===== src/rtl/game_pkg.sv =====
// Shared definitions for the game controller.
//   - game_state_e : TITLE / PLAY / OVER encodings driven on game_state
//   - ANGLE_W, SCORE_W, WEAPON_W, HEALTH_W : output field widths
//   - sat_add()    : saturating score addition, one bit wider than the score
package game_pkg;

   localparam int ANGLE_W  = 4;
   localparam int SCORE_W  = 18;
   localparam int WEAPON_W = 2;
   localparam int HEALTH_W = 3;

   typedef enum logic [1:0] {
      TITLE = 2'd0,
      PLAY  = 2'd1,
      OVER  = 2'd2
   } game_state_e;

   // The sum is formed one bit wider than the score so it cannot wrap
   // before the saturation compare.
   function automatic logic [SCORE_W-1:0] sat_add(
      input logic [SCORE_W-1:0] base,
      input logic [7:0]         points,
      input logic [SCORE_W-1:0] limit
   );
      logic [SCORE_W:0] sum;
      sum = {1'b0, base} + {{(SCORE_W-7){1'b0}}, points};
      return (sum > {1'b0, limit}) ? limit : sum[SCORE_W-1:0];
   endfunction

endpackage


===== src/rtl/button_debouncer.sv =====
// Synchronises and debounces one active-low push button and emits a
// single-cycle press pulse on the debounced 1-to-0 transition.
//   CLK    : system clock
//   RESET  : asynchronous active-low reset (all stages return to released level)
//   btn_n  : raw button, active-low, asynchronous to CLK
//   press  : one-cycle pulse per debounced press
module button_debouncer #(
   parameter int DEBOUNCE_CYCLES = 250000
) (
   input  logic CLK,
   input  logic RESET,
   input  logic btn_n,
   output logic press
);

   localparam int CNT_W = (DEBOUNCE_CYCLES > 1) ? $clog2(DEBOUNCE_CYCLES) : 1;
   localparam logic [CNT_W-1:0] CNT_LOAD = CNT_W'(DEBOUNCE_CYCLES - 1);

   logic             sync1;
   logic             sync2;
   logic             level;
   logic             level_d;
   logic [CNT_W-1:0] cnt;
   logic [CNT_W-1:0] cnt_d;
   logic             press_d;

   // Down-counter runs only while the synchronised input disagrees with the
   // debounced level; any agreement reloads it, so only an unbroken run of
   // DEBOUNCE_CYCLES disagreeing cycles reaches terminal count.
   always_comb begin
      level_d = level;
      cnt_d   = CNT_LOAD;
      if (sync2 != level) begin
         if (cnt == '0) begin
            level_d = sync2;
         end else begin
            cnt_d = cnt - 1'b1;
         end
      end
      press_d = level & ~level_d;
   end

   always_ff @(posedge CLK or negedge RESET) begin
      if (!RESET) begin
         sync1 <= 1'b1;
         sync2 <= 1'b1;
         level <= 1'b1;
         cnt   <= CNT_LOAD;
         press <= 1'b0;
      end else begin
         sync1 <= btn_n;
         sync2 <= sync1;
         level <= level_d;
         cnt   <= cnt_d;
         press <= press_d;
      end
   end

endmodule


===== src/rtl/game_controller.sv =====
// Game-flow controller: debounces the four player buttons and tracks game
// state, aim angle, weapon, score and health.
//   CLK, RESET                   : pixel clock, async active-low reset
//   Weapon_switch, Rotate_CW,
//   Rotate_CCW, Interaction      : raw active-low buttons
//   hit_valid, hit_points        : enemy destroyed, points to add
//   damage_valid                 : player struck
//   game_state                   : 0=TITLE 1=PLAY 2=OVER
//   angle, weapon, score, health : registered game outputs
//   new_game                     : one-cycle pulse on every entry to PLAY
//
// state | meaning
// TITLE | waiting for Interaction; all other inputs ignored
// PLAY  | rotation, weapon, hit and damage active; Interaction ignored
// OVER  | outputs frozen; Interaction restarts the game
module game_controller
   import game_pkg::*;
#(
   parameter int DEBOUNCE_CYCLES = 250000,
   parameter int MAX_HEALTH      = 3,
   parameter int NUM_WEAPONS     = 3,
   parameter int SCORE_MAX       = 99999
) (
   input  logic                CLK,
   input  logic                RESET,
   input  logic                Weapon_switch,
   input  logic                Rotate_CW,
   input  logic                Rotate_CCW,
   input  logic                Interaction,
   input  logic                hit_valid,
   input  logic [7:0]          hit_points,
   input  logic                damage_valid,
   output logic [1:0]          game_state,
   output logic [ANGLE_W-1:0]  angle,
   output logic [WEAPON_W-1:0] weapon,
   output logic [SCORE_W-1:0]  score,
   output logic [HEALTH_W-1:0] health,
   output logic                new_game
);

   localparam logic [HEALTH_W-1:0] HEALTH_INIT = HEALTH_W'(MAX_HEALTH);
   localparam logic [WEAPON_W-1:0] WEAPON_LAST = WEAPON_W'(NUM_WEAPONS - 1);
   localparam logic [SCORE_W-1:0]  SCORE_LIMIT = SCORE_W'(SCORE_MAX);

   logic weapon_press;
   logic cw_press;
   logic ccw_press;
   logic int_press;

   game_state_e         state_q;
   game_state_e         state_d;
   logic [ANGLE_W-1:0]  angle_d;
   logic [WEAPON_W-1:0] weapon_d;
   logic [SCORE_W-1:0]  score_d;
   logic [HEALTH_W-1:0] health_d;
   logic                new_game_d;
   logic                start;

   button_debouncer #(.DEBOUNCE_CYCLES(DEBOUNCE_CYCLES)) u_db_weapon (
      .CLK(CLK), .RESET(RESET), .btn_n(Weapon_switch), .press(weapon_press)
   );
   button_debouncer #(.DEBOUNCE_CYCLES(DEBOUNCE_CYCLES)) u_db_cw (
      .CLK(CLK), .RESET(RESET), .btn_n(Rotate_CW), .press(cw_press)
   );
   button_debouncer #(.DEBOUNCE_CYCLES(DEBOUNCE_CYCLES)) u_db_ccw (
      .CLK(CLK), .RESET(RESET), .btn_n(Rotate_CCW), .press(ccw_press)
   );
   button_debouncer #(.DEBOUNCE_CYCLES(DEBOUNCE_CYCLES)) u_db_int (
      .CLK(CLK), .RESET(RESET), .btn_n(Interaction), .press(int_press)
   );

   always_comb begin
      state_d    = state_q;
      angle_d    = angle;
      weapon_d   = weapon;
      score_d    = score;
      health_d   = health;
      new_game_d = 1'b0;
      start      = 1'b0;

      case (state_q)
         TITLE: begin
            start = int_press;
         end
         PLAY: begin
            // Opposing rotations in the same cycle cancel.
            if (cw_press && !ccw_press) begin
               angle_d = angle + 1'b1;
            end else if (ccw_press && !cw_press) begin
               angle_d = angle - 1'b1;
            end
            if (weapon_press) begin
               weapon_d = (weapon >= WEAPON_LAST) ? '0 : weapon + 1'b1;
            end
            if (hit_valid) begin
               score_d = sat_add(score, hit_points, SCORE_LIMIT);
            end
            if (damage_valid && (health != '0)) begin
               health_d = health - 1'b1;
            end
            // The final hit's score is committed on the same edge that
            // enters OVER, so a simultaneous hit still counts.
            if (health_d == '0) begin
               state_d = OVER;
            end
         end
         OVER: begin
            start = int_press;
         end
         default: begin
            state_d = TITLE;
         end
      endcase

      if (start) begin
         state_d    = PLAY;
         score_d    = '0;
         health_d   = HEALTH_INIT;
         angle_d    = '0;
         weapon_d   = '0;
         new_game_d = 1'b1;
      end
   end

   always_ff @(posedge CLK or negedge RESET) begin
      if (!RESET) begin
         state_q  <= TITLE;
         angle    <= '0;
         weapon   <= '0;
         score    <= '0;
         health   <= HEALTH_INIT;
         new_game <= 1'b0;
      end else begin
         state_q  <= state_d;
         angle    <= angle_d;
         weapon   <= weapon_d;
         score    <= score_d;
         health   <= health_d;
         new_game <= new_game_d;
      end
   end

   assign game_state = state_q;

endmodule


===== config.mk =====
export PLATFORM = sky130hd
export DESIGN_NAME = game_controller
export DESIGN_NICKNAME = d
export VERILOG_FILES = /design/src/rtl/game_pkg.sv /design/src/rtl/button_debouncer.sv /design/src/rtl/game_controller.sv
export SDC_FILE = /design/constraint.sdc
export NUM_CORES = 1
export LEC_CHECK = 0
export ABC_CLOCK_PERIOD_IN_PS = 4400
export BUFFER_PORTS_ARGS = -buffer_cell sky130_fd_sc_hd__buf_2
export CAP_MARGIN = 10
export CORE_MARGIN = 1
export CORE_UTILIZATION = 32
export CTS_CLUSTER_SIZE = 24
export DETAILED_ROUTE_END_ITERATION = 16
export PLACE_DENSITY = 0.52
export SYNTH_ARGS = -nofsm -noshare
export SYNTH_HDL_FRONTEND = slang
export SYNTH_SLANG_ARGS = --single-unit

===== constraint.sdc =====
create_clock -name CLK -period 4.4 [get_ports CLK]
set_input_delay 0.88 -clock CLK [delete_from_list [all_inputs] [get_ports CLK]]
set_output_delay 0.88 -clock CLK [all_outputs]
set_load 0.05 [all_outputs]

---- Yosys cells after proc, flatten, opt, wreduce, memory -nomap -nowiden ----
Index checks and enable logic that the tools add are counted.
cells by class
  add/subtract/negate cells ............... 9
  multiply operators ...................... 0
  divide/modulo/power cells ............... 0
  $lt $le $gt $ge ......................... 2
  equal/unequal tests ..................... 8
  shifts and indexed selects .............. 0
  muxes and demuxes ....................... 37
  bitwise logic cells ..................... 8
  reductions and logical operators ........ 21
operator list
  operator                                                                           count
  18-bit 2-to-1 mux                                                                  12
  18-bit zero test                                                                   4
  18-bit by 1-bit subtractor with 18-bit output, second input constant               4
  18-bit by 8-bit adder with 19-bit output                                           1
  19-bit by 17-bit greater-than comparator with 1-bit output, second input constant  1
  4-bit 2-to-1 mux                                                                   4
  2-bit 2-to-1 mux                                                                   6
  3-bit 2-to-1 mux                                                                   4
  1-bit 2-to-1 mux                                                                   10
  2-bit AND reduction                                                                4
  2-bit nonzero test                                                                 3
  3-bit nonzero test                                                                 2
  4-bit by 1-bit adder with 4-bit output, second input constant                      1
  1-bit bitwise AND                                                                  4
  1-bit inequality test                                                              4
  1-bit inverter                                                                     4
  2-bit one-hot mux with 2 select lines                                              1
  4-bit by 1-bit subtractor with 4-bit output, second input constant                 1
  1-bit logical AND                                                                  3
  3-bit zero test                                                                    1
  3-bit inequality test, second input constant                                       1
  3-bit by 1-bit subtractor with 3-bit output, second input constant                 1
  2-bit by 1-bit adder with 2-bit output, second input constant                      1
  2-bit by 1-bit == test with 1-bit output, second input constant                    1
  6 further kinds                                                                    7
word-level totals
  bits in registers ....................... 118
  latch bits .............................. 0
  memory bits (writable) .................. 0
  memory bits (read-only) ................. 0
  input bits .............................. 16
  output and inout bits ................... 30
  logic and storage cells ................. 111
  memories kept ........................... 0

---- Logic depth before layout (Yosys ltp) ----
Gate-level depths: netlist (run 1).
  depth in word-level cells ............... 8
  mapped depth ............................ 12
  gate-level depth less buffers ........... 11

---- By module ----
From an unflattened synthesis (run 1), not the netlist that was laid out.
unflattened totals
  cell total of the unflattened synthesis .. 626
  area total of the unflattened synthesis .. 6,500.0 sq um
modules (own cells, without submodules)
  module            times used  cells an instance  area an instance (sq um)  seq. area each (sq um)
  button_debouncer  4           94                 1,072.3                   566.8
  game_controller   1           250                2,210.9                   753.2

---- Worst setup path before layout (run 1) ----
OpenSTA, ideal clock, no wires.
  kind .................................... input-to-reg
  start ................................... input hit_points[0]
  end ..................................... register score[6]
  setup time .............................. 122 ps
  data arrival time ....................... 3,111 ps
  required time ........................... 4,278 ps
  path slack .............................. 1,167 ps
  cell stages on the path ................. 12
  path buffers ............................ 1
  cells stage by stage .................... ha_1 inv_1 fa_1 nand2b_1 a21oi_1 o21a_1 buf_6 a211oi_2 o32ai_4 a21oi_2 o21a_2 a32o_1
between the ends
  cells in the longest elaborated chain, start to end .. 6
ends and longest elaborated chain
  item                                                        line                    text
  start: declaration                                          game_controller.sv:31   input logic [7:0] hit_points,
  18-bit by 8-bit adder with 19-bit output *                  game_pkg.sv:26          sum = {1'b0, base} + {{(SCORE_W-7){1'b0}}, points};
  19-bit by 17-bit greater-than comparator with 1-bit output  game_pkg.sv:27          return (sum > {1'b0, limit}) ? limit : sum[SCORE_W-1:0];
  18-bit 2-to-1 mux *                                         game_pkg.sv:27
  18-bit 2-to-1 mux *                                         game_controller.sv:95   if (hit_valid) begin
  18-bit 2-to-1 mux *                                         game_controller.sv:81   case (state_q)
  18-bit 2-to-1 mux *                                         game_controller.sv:115  if (start) begin
  end signal: assignment                                      game_controller.sv:137  score <= score_d;
  end: declaration                                            game_controller.sv:36   output logic [SCORE_W-1:0] score,
Every way passes the cells marked *; elsewhere a longest branch is shown, timed or not. The select of a mux whose other input is x is not followed.
A chain may end at the register's enable or synchronous reset.

---- Worst setup path in the final report (run 1) ----
Ends and elaborated chain as after synthesis.

==> results of run 1 <==
-- cell families (layout without fill, tap and decap cells) --
logic type,Yosys count,after routing,synth area share
AND/OR/NAND/NOR,279,279,0.224
flip-flops,118,118,0.493
AO/OA/AOI/OAI,94,94,0.106
XOR/XNOR,67,67,0.0958
buffers and inverters,41,103,0.0300
adder cells (fa/ha/maj),18,18,0.0392
multiplexers,7,7,0.0123
-- worst max-delay path, stage by stage --
cell	delay, ps
buf_2	80
ha_1	180
inv_1	60
fa_1	400
nand2b_1	180
a21oi_1	300
o21a_1	390
and4_4	290
o32ai_4	100
a21oi_2	310
o21a_2	310
a32o_1	190
-- metrics by stage --
step	utilization	hold slack (ps)
after floorplan	-	345
after detailed placement	0.351	348
after global placement	0.351	347
final	0.381	355
after CTS	0.381	355
after global routing	0.381	361
-- report_power, final --
part / internal [mW] / switching (mW)
sequential: 1.11 / 0.0104
clock: 0.788 / 0.478
combinational: 0.0237 / 0.0540
-- layout make-up --
type	instances	area, sq um
inverters	24	90.1
well taps	234	293
flip-flops and latches	118	3020
fillers	1862	11600
multi-input cells	465	2920
repair buffers	47	243
clock inverters	8	48.8
clock buffers	24	502
-- sequential cells by signal (all words and copies together) (netlist names), 2 cells and up --
name / flops
u_db_int.cnt: 18
u_db_cw.cnt: 18
u_db_weapon.cnt: 18
weapon: 2
angle: 4
game_state: 2
u_db_ccw.cnt: 18
score: 18
health: 3
-- worst max-delay path by stage --
stage	cells past startpoint	start	slack [ps]	to
finish	12	hit_points[0]	1070	score[6]
global route	12	hit_points[0]	850	score[6]
detailed placement	12	hit_points[0]	670	score[6]
floorplan	12	hit_points[0]	1170	score[6]
global placement	12	hit_points[0]	730	score[6]
CTS	12	hit_points[0]	1070	score[6]
-- layer usage --
layer,GRT usage,vias up,share of wire
met1,0.176,2153,0.46
met5,0,-,0
li1,-,2249,-
met2,0.227,79,0.48
met3,0.0383,9,0.042
met4,0.0625,0,0.012
-- layout by cell type, fill, tap and decap left out, types with 3 or more instances in the layout --
| cell | count |
|---|---|
| clkinv_2 | 5 |
| a21o_1 | 5 |
| o21ai_0 | 13 |
| or3_1 | 15 |
| nor3_2 | 3 |
| a22o_1 | 3 |
| a31oi_1 | 3 |
| mux2i_1 | 3 |
| a21oi_1 | 30 |
| o31ai_1 | 5 |
| xor2_1 | 24 |
| o41ai_1 | 3 |
| buf_2 | 44 |
| nor3_1 | 22 |
| nor2b_1 | 3 |
| nand2b_1 | 12 |
| nor4_1 | 11 |
| inv_1 | 22 |
| nor2_1 | 76 |
| ha_1 | 16 |
| clkbuf_8 | 5 |
| and3_1 | 3 |
| o21a_1 | 5 |
| nand2_1 | 81 |
| xnor2_1 | 43 |
| nor3b_1 | 4 |
| nand4_1 | 3 |
| nand3_1 | 18 |
| a211oi_1 | 3 |
| o211ai_1 | 3 |
| buf_4 | 3 |
| o221ai_1 | 5 |
| and2_1 | 10 |
| dfstp_2 | 54 |
| dfrtp_1 | 64 |
| or2_1 | 3 |
| clkbuf_16 | 17 |
| nand3b_1 | 3 |
==> reports/summary.txt, run 1 <==
List of most frequent post-synthesis cells -> nand2_1, nor2_1, dfrtp_1, dfstp_2, xnor2_1
RR Startpoint -> score[0]
Min-delay worst type -> register to register
FP Rows -> 50
Leakage -> 3.04 nW
CTS tree -> built
Number of buffers inserted for hold repair after clock tree synthesis -> 0
Initial antenna violation count -> 0
Final net count -> 707
Final number of hold-violating endpoints -> 0
Area Growth Syn to Fin -> 16.2%
Unrepaired setup endpoints after global routing -> false
Final ANT Viol Nets -> 0
Cell variety after synth -> 65
Crit Path Category -> primary input to register
Relative slew slack -> 0.484
Overall power -> 2.47 mW
Synth area leader -> dfrtp_1
Post-CTS setup buffers -> 0
Clock sink total -> 118
Count of unresolved DRC violations after routing -> 0
Syn Inst Count -> 624
Synth top area share -> 0.261
Global route overflow -> 0
Number of register bits inferred by synthesis -> 118
WL/cell -> 13.8 microns
Final estimated routing congestion in global placement -> 0.848
Share of synthesized registers carrying an async set or reset -> 1.00
Hold depth -> 0
Sequential share of the synthesized area -> 0.493
Worst Clk Skew -> 16.1 ps
Highest Clock Rate -> 0.300 GHz
Startpoint types -> primary input
Data required time at the worst endpoint -> 4750 ps
P per Cell Area -> 346 mW/mm^2
Mapped Area -> 0.00613 sq mm
Most common flop cell mapped by yosys -> dfrtp_1
Number of resized instances in the post-cts repair step -> 0
Synth top area cells -> dfrtp_1, dfstp_2, xnor2_1, nand2_1, nor2_1
CP Max Fanout -> 8
Worst vdd rail ir drop -> 0.278 mV
Sort of element at the end of the critical path -> register
Synth warn -> 0
Setup-violating endpoint count in the final report -> 0
Layout cell share with drive strength beyond 1 -> 0.220
Vias per inst -> 4.88
Core Region -> 0.0187 sq mm
Port Buf Inserts -> 45
Clock buffer depth -> 2
Launch instance of the worst min-delay path -> u_db_ccw.sync1
I/O pins -> 46
First-pass iteration count of the detailed router -> 4
R2R cell count -> 11
Die Span X -> 140 microns
Total clock buffers created by CTS -> 17
Final Max Slew Viols -> 0
End point of the most critical hold path -> u_db_ccw.sync2
Final TNS setup -> 0 ps
Average footprint of a synthesized cell -> 9.82 sq um
Fraction of the cycle the final worst path needs -> 0.756
H-Tree Depth -> 4
R2R Setup Slk -> 1220 ps
Placed inst area -> 0.00657 sq mm
Root cell of the clock tree -> clkbuf_16
Die outline area -> 0.0197 sq mm
Reg clk slew, reported paths -> 50 ps
Count of non-filler cells in the finished layout -> 920
Post-route cell area -> 0.00712 sq mm
Place WS -> 674 ps
Initial drt markers -> 304
Clock latency on the worst-skew pair -> 420 ps
Detailed placement HPWL -> 9.06 mm
Pin count of the biggest net entering global routing -> 64
Die span in y -> 140 microns
Count of inserted antenna diode cells -> 0
DRT Wirelength -> 12.7 mm
Global-route usage over all layers -> 0.141
Net count of the mapped netlist -> 658
Top-count cell post-synth -> nand2_1
Transition time of the tightest slew-check pin -> 774 ps
Number of enable flip-flop cells after synthesis -> 0
Tmin final -> 3330 ps
PnR worst setup slack -> 1070 ps
Placed Cells -> 888
Global-route wire length before repair -> 22.0 mm
Via count -> 4,490
Worst reg2reg endpoint -> score[6]
Vias in the first global route -> 4,555
Status -> finished clean
Data arrival, critical path -> 3680 ps
Number of violations of the max-capacitance limit -> 0
Initial core utilization -> 0.328
Power figures use the tool's default switching activity.
==> run 2: changes to the inputs <==
- ABC_AREA: default -> 1
- ABC_CLOCK_PERIOD_IN_PS: 4400 -> 3400
- clock period: 4.4 -> 3.4 ns (I/O delays scaled with it)
==> run 2 against run 1 <==
Clock skew is 9.8 ps lower. Clock power grew 58%. Sequential share of layout area decreased by 2.5 points. Core utilization grew 0.90 points. Via count is 7.8% higher. First-iteration DRC count is 40% lower. Clock-buffer cell count unchanged. Area after synthesis grew 3.2%. Global-route usage up 0.14 points. Die area grew 3.2%. Critical endpoint is now score[3].
==> reports/summary.txt, run 2 <==
XOR/XNOR Fraction of Synth Area -> 0.0706 (-0.0251)
I/O pins -> 46 (unchanged)
Synth top area cells -> dfrtp_1, dfstp_2, nand2_1, inv_1, nor2_1
Total clock buffers created by CTS -> 17 (unchanged)
Share of synthesized registers carrying an async set or reset -> 1.00 (unchanged)
Via count -> 4,840 (+7.8%)
Clock sink total -> 118 (unchanged)
Transition time of the tightest slew-check pin -> 525 ps (-250 ps)
Number of buffers inserted for hold repair after clock tree synthesis -> 0 (unchanged)
Data required time at the worst endpoint -> 3700 ps (-1050 ps)
Largest family of logic cells by synthesized area -> simple AND/OR/NAND/NOR gates
List of most frequent post-synthesis cells -> nand2_1, inv_1, nor2_1, nand3_1, dfrtp_1
Count of unresolved DRC violations after routing -> 0 (unchanged)
Detailed placement HPWL -> 9.53 mm (+5.1%)
Setup-violating endpoint count in the final report -> 0 (unchanged)
Unrepaired setup endpoints after global routing -> false
Register cell area after layout -> 0.00302 sq mm (unchanged)
DRT Wirelength -> 13.3 mm (+4.7%)
Simple logic cell fraction of the synthesized area -> 0.297 (+0.0734)
Crit Path Category -> register to register
Die outline area -> 0.0203 sq mm (+3.2%)
Average footprint of a synthesized cell -> 8.22 sq um (-16%)
Die span in y -> 143 microns (+1.6%)
Number of register bits inferred by synthesis -> 118 (unchanged)
Pin count of the biggest net entering global routing -> 89 (+39%)
Global-route usage over all layers -> 0.142 (+0.00141)
Highest Clock Rate -> 0.432 GHz
H-Tree Depth -> 4 (unchanged)
Post-CTS setup buffers -> 0 (unchanged)
Final Max Slew Viols -> 0 (unchanged)
Status -> finished clean
Filler cells -> 2,060 (+11%)
Net count of the mapped netlist -> 803 (+22%)
Cell variety after synth -> 37 (-43%)
Number of resized instances in the post-cts repair step -> 0 (unchanged)
CTS tree -> built
Clock buffer depth -> 2 (unchanged)
Leading cell type in the layout, fill and taps excluded -> nand2_1
P per Cell Area -> 471 mW/mm^2 (+36%)
Count of inserted antenna diode cells -> 0 (unchanged)
Most common flop cell mapped by yosys -> dfrtp_1
Sequential share of the synthesized area -> 0.478 (-0.0153)
Number of violations of the max-capacitance limit -> 0 (unchanged)
Reg clk slew, reported paths -> 50 ps (about the same)
Final ANT Viol Nets -> 0 (unchanged)
Min-delay worst type -> primary input to asynchronous set/reset pin
Relative slew slack -> 0.648 (+0.164)
Mux share of post-synthesis cell area -> 0 (-0.0123)
Initial antenna violation count -> 0 (unchanged)
Post-route met1 wirelength -> 6.65 mm (+14%)
Place WS -> 682 ps (+8.50 ps)
Worst Clk Skew -> 6.32 ps (-9.82 ps)
Fraction of the cycle the final worst path needs -> 0.681
Core Region -> 0.0194 sq mm (+3.7%)
Initial drt markers -> 181 (-40%)
Global route overflow -> 0 (unchanged)
Adder-cell area share of the yosys netlist -> 0.0380 (-0.00122)
Syn Inst Count -> 769 (+23%)
First-pass iteration count of the detailed router -> 4 (unchanged)
Vias per inst -> 4.36 (-11%)
Mapped Area -> 0.00632 sq mm (+3.2%)
FP Rows -> 51 (+2.0%)
Tmin final -> 2320 ps
Clock latency on the worst-skew pair -> 420 ps (about the same)
Port Buf Inserts -> 45 (unchanged)
Sort of element at the end of the critical path -> register
Die Span X -> 143 microns (+1.6%)
Final TNS setup -> 0 ps (unchanged)
Number of enable flip-flop cells after synthesis -> 0 (unchanged)
Final estimated routing congestion in global placement -> 0.793 (-6.5%)
Met2 WL post-DR -> 5.95 mm (-2.6%)
CP Max Fanout -> 9 (+1)
Top-count cell post-synth -> nand2_1
Root cell of the clock tree -> clkbuf_16
Leakage -> 3.59 nW (+18%)
Minimum hold slack -> 197 ps (-157 ps)
Highest routing layer actually used -> met4
Vias in the first global route -> 4,684 (+2.8%)
Data arrival, critical path -> 2620 ps (-1060 ps)
Worst vdd rail ir drop -> 0.359 mV (+29%)
Final number of hold-violating endpoints -> 0 (unchanged)
Initial core utilization -> 0.326 (-0.00158)
Synth top area share -> 0.253 (-0.00812)
Area of combinational cells with multiple inputs -> 0.00287 sq mm (-1.8%)
Post-synthesis compound-gate area fraction -> 0.0479 (-0.0579)
Layout cell share with drive strength beyond 1 -> 0.208 (-0.0121)
Synth area leader -> dfrtp_1
Startpoint types -> register
PnR worst setup slack -> 1080 ps (+12.9 ps)
Final net count -> 867 (+23%)
WL/cell -> 11.9 microns (-13%)
Area Growth Syn to Fin -> 19.5%
Met3 Routed Length -> 463 microns (-14%)
Commonest cells after routing, fill and taps aside -> nand2_1, inv_1, nor2_1
Synth warn -> 0 (unchanged)
Global-route wire length before repair -> 22.4 mm (+1.6%)
-- run 2: logic make-up (layout without fill, tap and decap cells) --
| group | Yosys count | after routing |
|---|---|---|
| AND/OR/NAND/NOR | 417 | 417 |
| flip-flops | 118 | 118 |
| buffers and inverters | 113 | 190 |
| AO/OA/AOI/OAI | 52 | 52 |
| XOR/XNOR | 51 | 51 |
| adder cells (fa/ha/maj) | 18 | 18 |
-- run 2: layout make-up --
class                      instances  share of cell area
multi-input combinational        538               0.380
inverter                         110              0.0546
timing repair buffer              48              0.0348
clock inverter                     8              0.0222
clock buffer                      24              0.0651
sequential                       118               0.400
tap                              265              0.0439
-- run 2: report_power, final --
group,total [mW],internal [mW],switching [mW]
clock network,2.01,1.38,0.630
logic,0.106,0.0317,0.0747
registers,1.45,1.44,0.0110
total,3.56,2.84,0.716
-- run 2: path summary, 6_finish.rpt --
check                          startpoint           endpoint  slack [ps]  cells after the start
max in group asynchronous           RESET    u_db_ccw.cnt[3]        2410                      2
hold reg to reg            u_db_ccw.sync1     u_db_ccw.sync2         350                      0
min in group CLK           u_db_ccw.sync1     u_db_ccw.sync2         350                      0
setup / recovery                 score[0]           score[3]        1080                     17
setup reg to reg                 score[0]           score[3]        1080                     17
hold / removal                      RESET  u_db_weapon.press         200                      1
-- run 2: metal layers --
metal  vias up  track usage
met3        13       0.0394
met5         -            0
met2        61        0.221
li1       2563            -
met1      2203        0.187
met4         0       0.0549
-- run 2: stage by stage --
step | cell area, sq um | cells | total power, mW | util
finish | 7560 | 1111 | 3.56 | 0.390
global route | 7560 | 1111 | 3.69 | 0.390
CTS | 7560 | 1111 | 3.62 | 0.390
detailed placement | 6900 | 1079 | 1.58 | 0.356
global placement | 6900 | 1079 | 1.58 | 0.356
floorplan | 6320 | 769 | 1.52 | -
-- run 2: critical path, cell delays in order, from the launching register on --
cell	delay [ps]
dfrtp_1	360
ha_1	190
inv_1	60
fa_1	370
inv_1	80
nand2_1	80
nand3_1	120
nand2_1	120
nand2_2	90
nand2_1	70
nand2_1	70
nand2_1	60
nor2_1	80
nand2_1	90
nand2_4	120
nand3_1	90
nand2_1	80
nand2_1	70
==> run 3: changes to the inputs <==
- ABC_CLOCK_PERIOD_IN_PS: 3400 -> 2350
- clock period: 3.4 -> 2.35 ns (I/O delays scaled with it)
==> run 3 against run 2 <==
Clock skew up 1.6 ps. Clock-buffer cell count fell by 1. Sequential power up 45%. First-iteration DRC count rose by 19%. Highest routed layer unchanged.
==> reports/summary.txt, run 3 (same netlist as run 2, synthesis figures left out) <==
Status -> finished clean
Initial drt markers -> 216 (+19%)
Core Region -> 0.0194 sq mm (unchanged)
Data required time at the worst endpoint -> 2640 ps (-1060 ps)
Final Max Slew Viols -> 0 (unchanged)
Vias in the first global route -> 4,761 (+1.6%)
DRT Wirelength -> 13.4 mm (+1.1%)
Die Span X -> 143 microns (unchanged)
Reg clk slew, reported paths -> 60 ps (about the same)
Via count -> 4,949 (+2.3%)
Min-delay worst type -> primary input to register
Initial core utilization -> 0.326 (unchanged)
CP Max Fanout -> 7 (-2)
Vias per inst -> 4.37 (+0.36%)
Detailed placement HPWL -> 9.69 mm (+1.7%)
Clock latency on the worst-skew pair -> 410 ps (about the same)
Final ANT Viol Nets -> 0 (unchanged)
Pin count of the biggest net entering global routing -> 38 (-57%)
H-Tree Depth -> 4 (unchanged)
Final net count -> 888 (+2.4%)
Transition time of the tightest slew-check pin -> 1130 ps (+602 ps)
Leakage -> 3.69 nW (+2.5%)
Post-CTS setup buffers -> 0 (unchanged)
Global route overflow -> 0 (unchanged)
Area Growth Syn to Fin -> 24.0%
Relative slew slack -> 0.246 (-0.402)
Setup-violating endpoint count in the final report -> 0 (unchanged)
Crit Path Category -> register to register
Leading cell type in the layout, fill and taps excluded -> nand2_1
Die span in y -> 143 microns (unchanged)
Tmin final -> 2250 ps (-67.5 ps)
Overall power -> 4.89 mW (+37%)
Highest Clock Rate -> 0.445 GHz (+3.0%)
I/O pins -> 46 (unchanged)
Unrepaired setup endpoints after global routing -> true
Final estimated routing congestion in global placement -> 0.813 (+2.5%)
Fraction of the cycle the final worst path needs -> 0.956 (+0.276)
Global-route usage over all layers -> 0.143 (+0.000896)
Commonest cells after routing, fill and taps aside -> nand2_1, inv_1, nor2_1
Total clock buffers created by CTS -> 17 (unchanged)
Final number of hold-violating endpoints -> 0 (unchanged)
Clock sink total -> 118 (unchanged)
Filler cells -> 1,985 (-3.6%)
Startpoint types -> register
Final TNS setup -> 0 ps (unchanged)
CTS tree -> built
Clock buffer depth -> 2 (unchanged)
Sort of element at the end of the critical path -> register
Initial antenna violation count -> 0 (unchanged)
Placed Cells -> 1,098 (+1.8%)
WL/cell -> 11.8 microns (-0.77%)
Global-route wire length before repair -> 22.7 mm (+1.4%)
Worst Clk Skew -> 7.89 ps (+1.57 ps)
Layout cell share with drive strength beyond 1 -> 0.261 (+0.0526)
P per Cell Area -> 624 mW/mm^2 (+32%)
Data arrival, critical path -> 2540 ps (-80 ps)
First-pass iteration count of the detailed router -> 5 (+1)
Root cell of the clock tree -> clkbuf_16
Count of inserted antenna diode cells -> 0 (unchanged)
FP Rows -> 51 (unchanged)
Worst vdd rail ir drop -> 0.508 mV (+42%)
Minimum hold slack -> 151 ps (-46.1 ps)
Number of violations of the max-capacitance limit -> 0 (unchanged)
Count of unresolved DRC violations after routing -> 0 (unchanged)
Count of non-filler cells in the finished layout -> 1,132 (+1.9%)
Die outline area -> 0.0203 sq mm (unchanged)
Final design utilization -> 0.404 (+0.0145)
Port Buf Inserts -> 45 (unchanged)
-- run 3: cell count changes in the layout (fill, tap and decap cells not counted), moves of 4 or more --
cell and delta:
ha_1 -7, ha_4 +6, nand3_2 +4, nand2_2 +11, nand2_1 -11, buf_4 +17
nand3_1 -4
-- run 3: layout make-up --
cell class / instances / area [sq um] / share of cell area
inverters: 110 / 413 / 0.0527
repair buffers: 68 / 440 / 0.0562
clock inverters: 9 / 125 / 0.0160
flip-flops and latches: 118 / 3020 / 0.386
clock buffers: 23 / 468 / 0.0597
multi-input cells: 539 / 3040 / 0.388
well taps: 265 / 332 / 0.0423
-- run 3: layer usage --
| layer | part of all wire | GRT usage | routed length [microns] |
|---|---|---|---|
| met1 | 0.50 | 0.193 | 6700 |
| met2 | 0.45 | 0.220 | 6000 |
| met3 | 0.032 | 0.0323 | 428 |
| met4 | 0.020 | 0.0594 | 264 |
| met5 | 0 | 0 | 0 |
-- run 3: final timing paths --
kind | start | depth (start not counted) | endpoint | slack [ps]
max | score[0] | 15 | score[5] | 100
min | Rotate_CW | 1 | u_db_cw.sync1 | 150
max reg2reg | score[0] | 15 | score[5] | 100
min reg2reg | u_db_weapon.sync1 | 0 | u_db_weapon.sync2 | 360
max in group asynchronous | RESET | 3 | u_db_ccw.cnt[7] | 1160
min in group asynchronous | RESET | 2 | angle[3] | 530
-- run 3: worst max-delay path: stages, from the launching register on --
cell	delay (ps)
dfrtp_2	400
ha_4	150
inv_2	40
fa_2	360
inv_2	70
nand2_2	50
nand2_2	70
nand3_1	70
nand2_1	100
nand2_1	90
xnor2_2	170
nand3_1	130
nand2_2	130
nand2_4	110
nand2_8	110
o21ai_2	70
-- run 3: repair_timing --
item / in CTS / in global routing
setup endpoints to repair: 0 / 16
gates resized for setup: 0 / 35
hold buffers: 1 / 0
hold endpoints to repair: 16 / 0
-- run 3: stage by stage --
stage / instance area [sq um] / setup WS, ps
5_1_grt: 7840 / -43.5
6_report: 7840 / 102
3_5_place_dp: 7070 / -157
2_1_floorplan: 6320 / 28.3
4_1_cts: 7670 / 8.27
3_3_place_gp: 7070 / -75.8
-- run 3: where the power goes --
part / switching [mW] / internal, mW / leakage, nW
Sequential: 0.0166 / 2.08 / 1.44
Clock: 0.900 / 1.71 / 0.287
Combinational: 0.118 / 0.0632 / 1.96
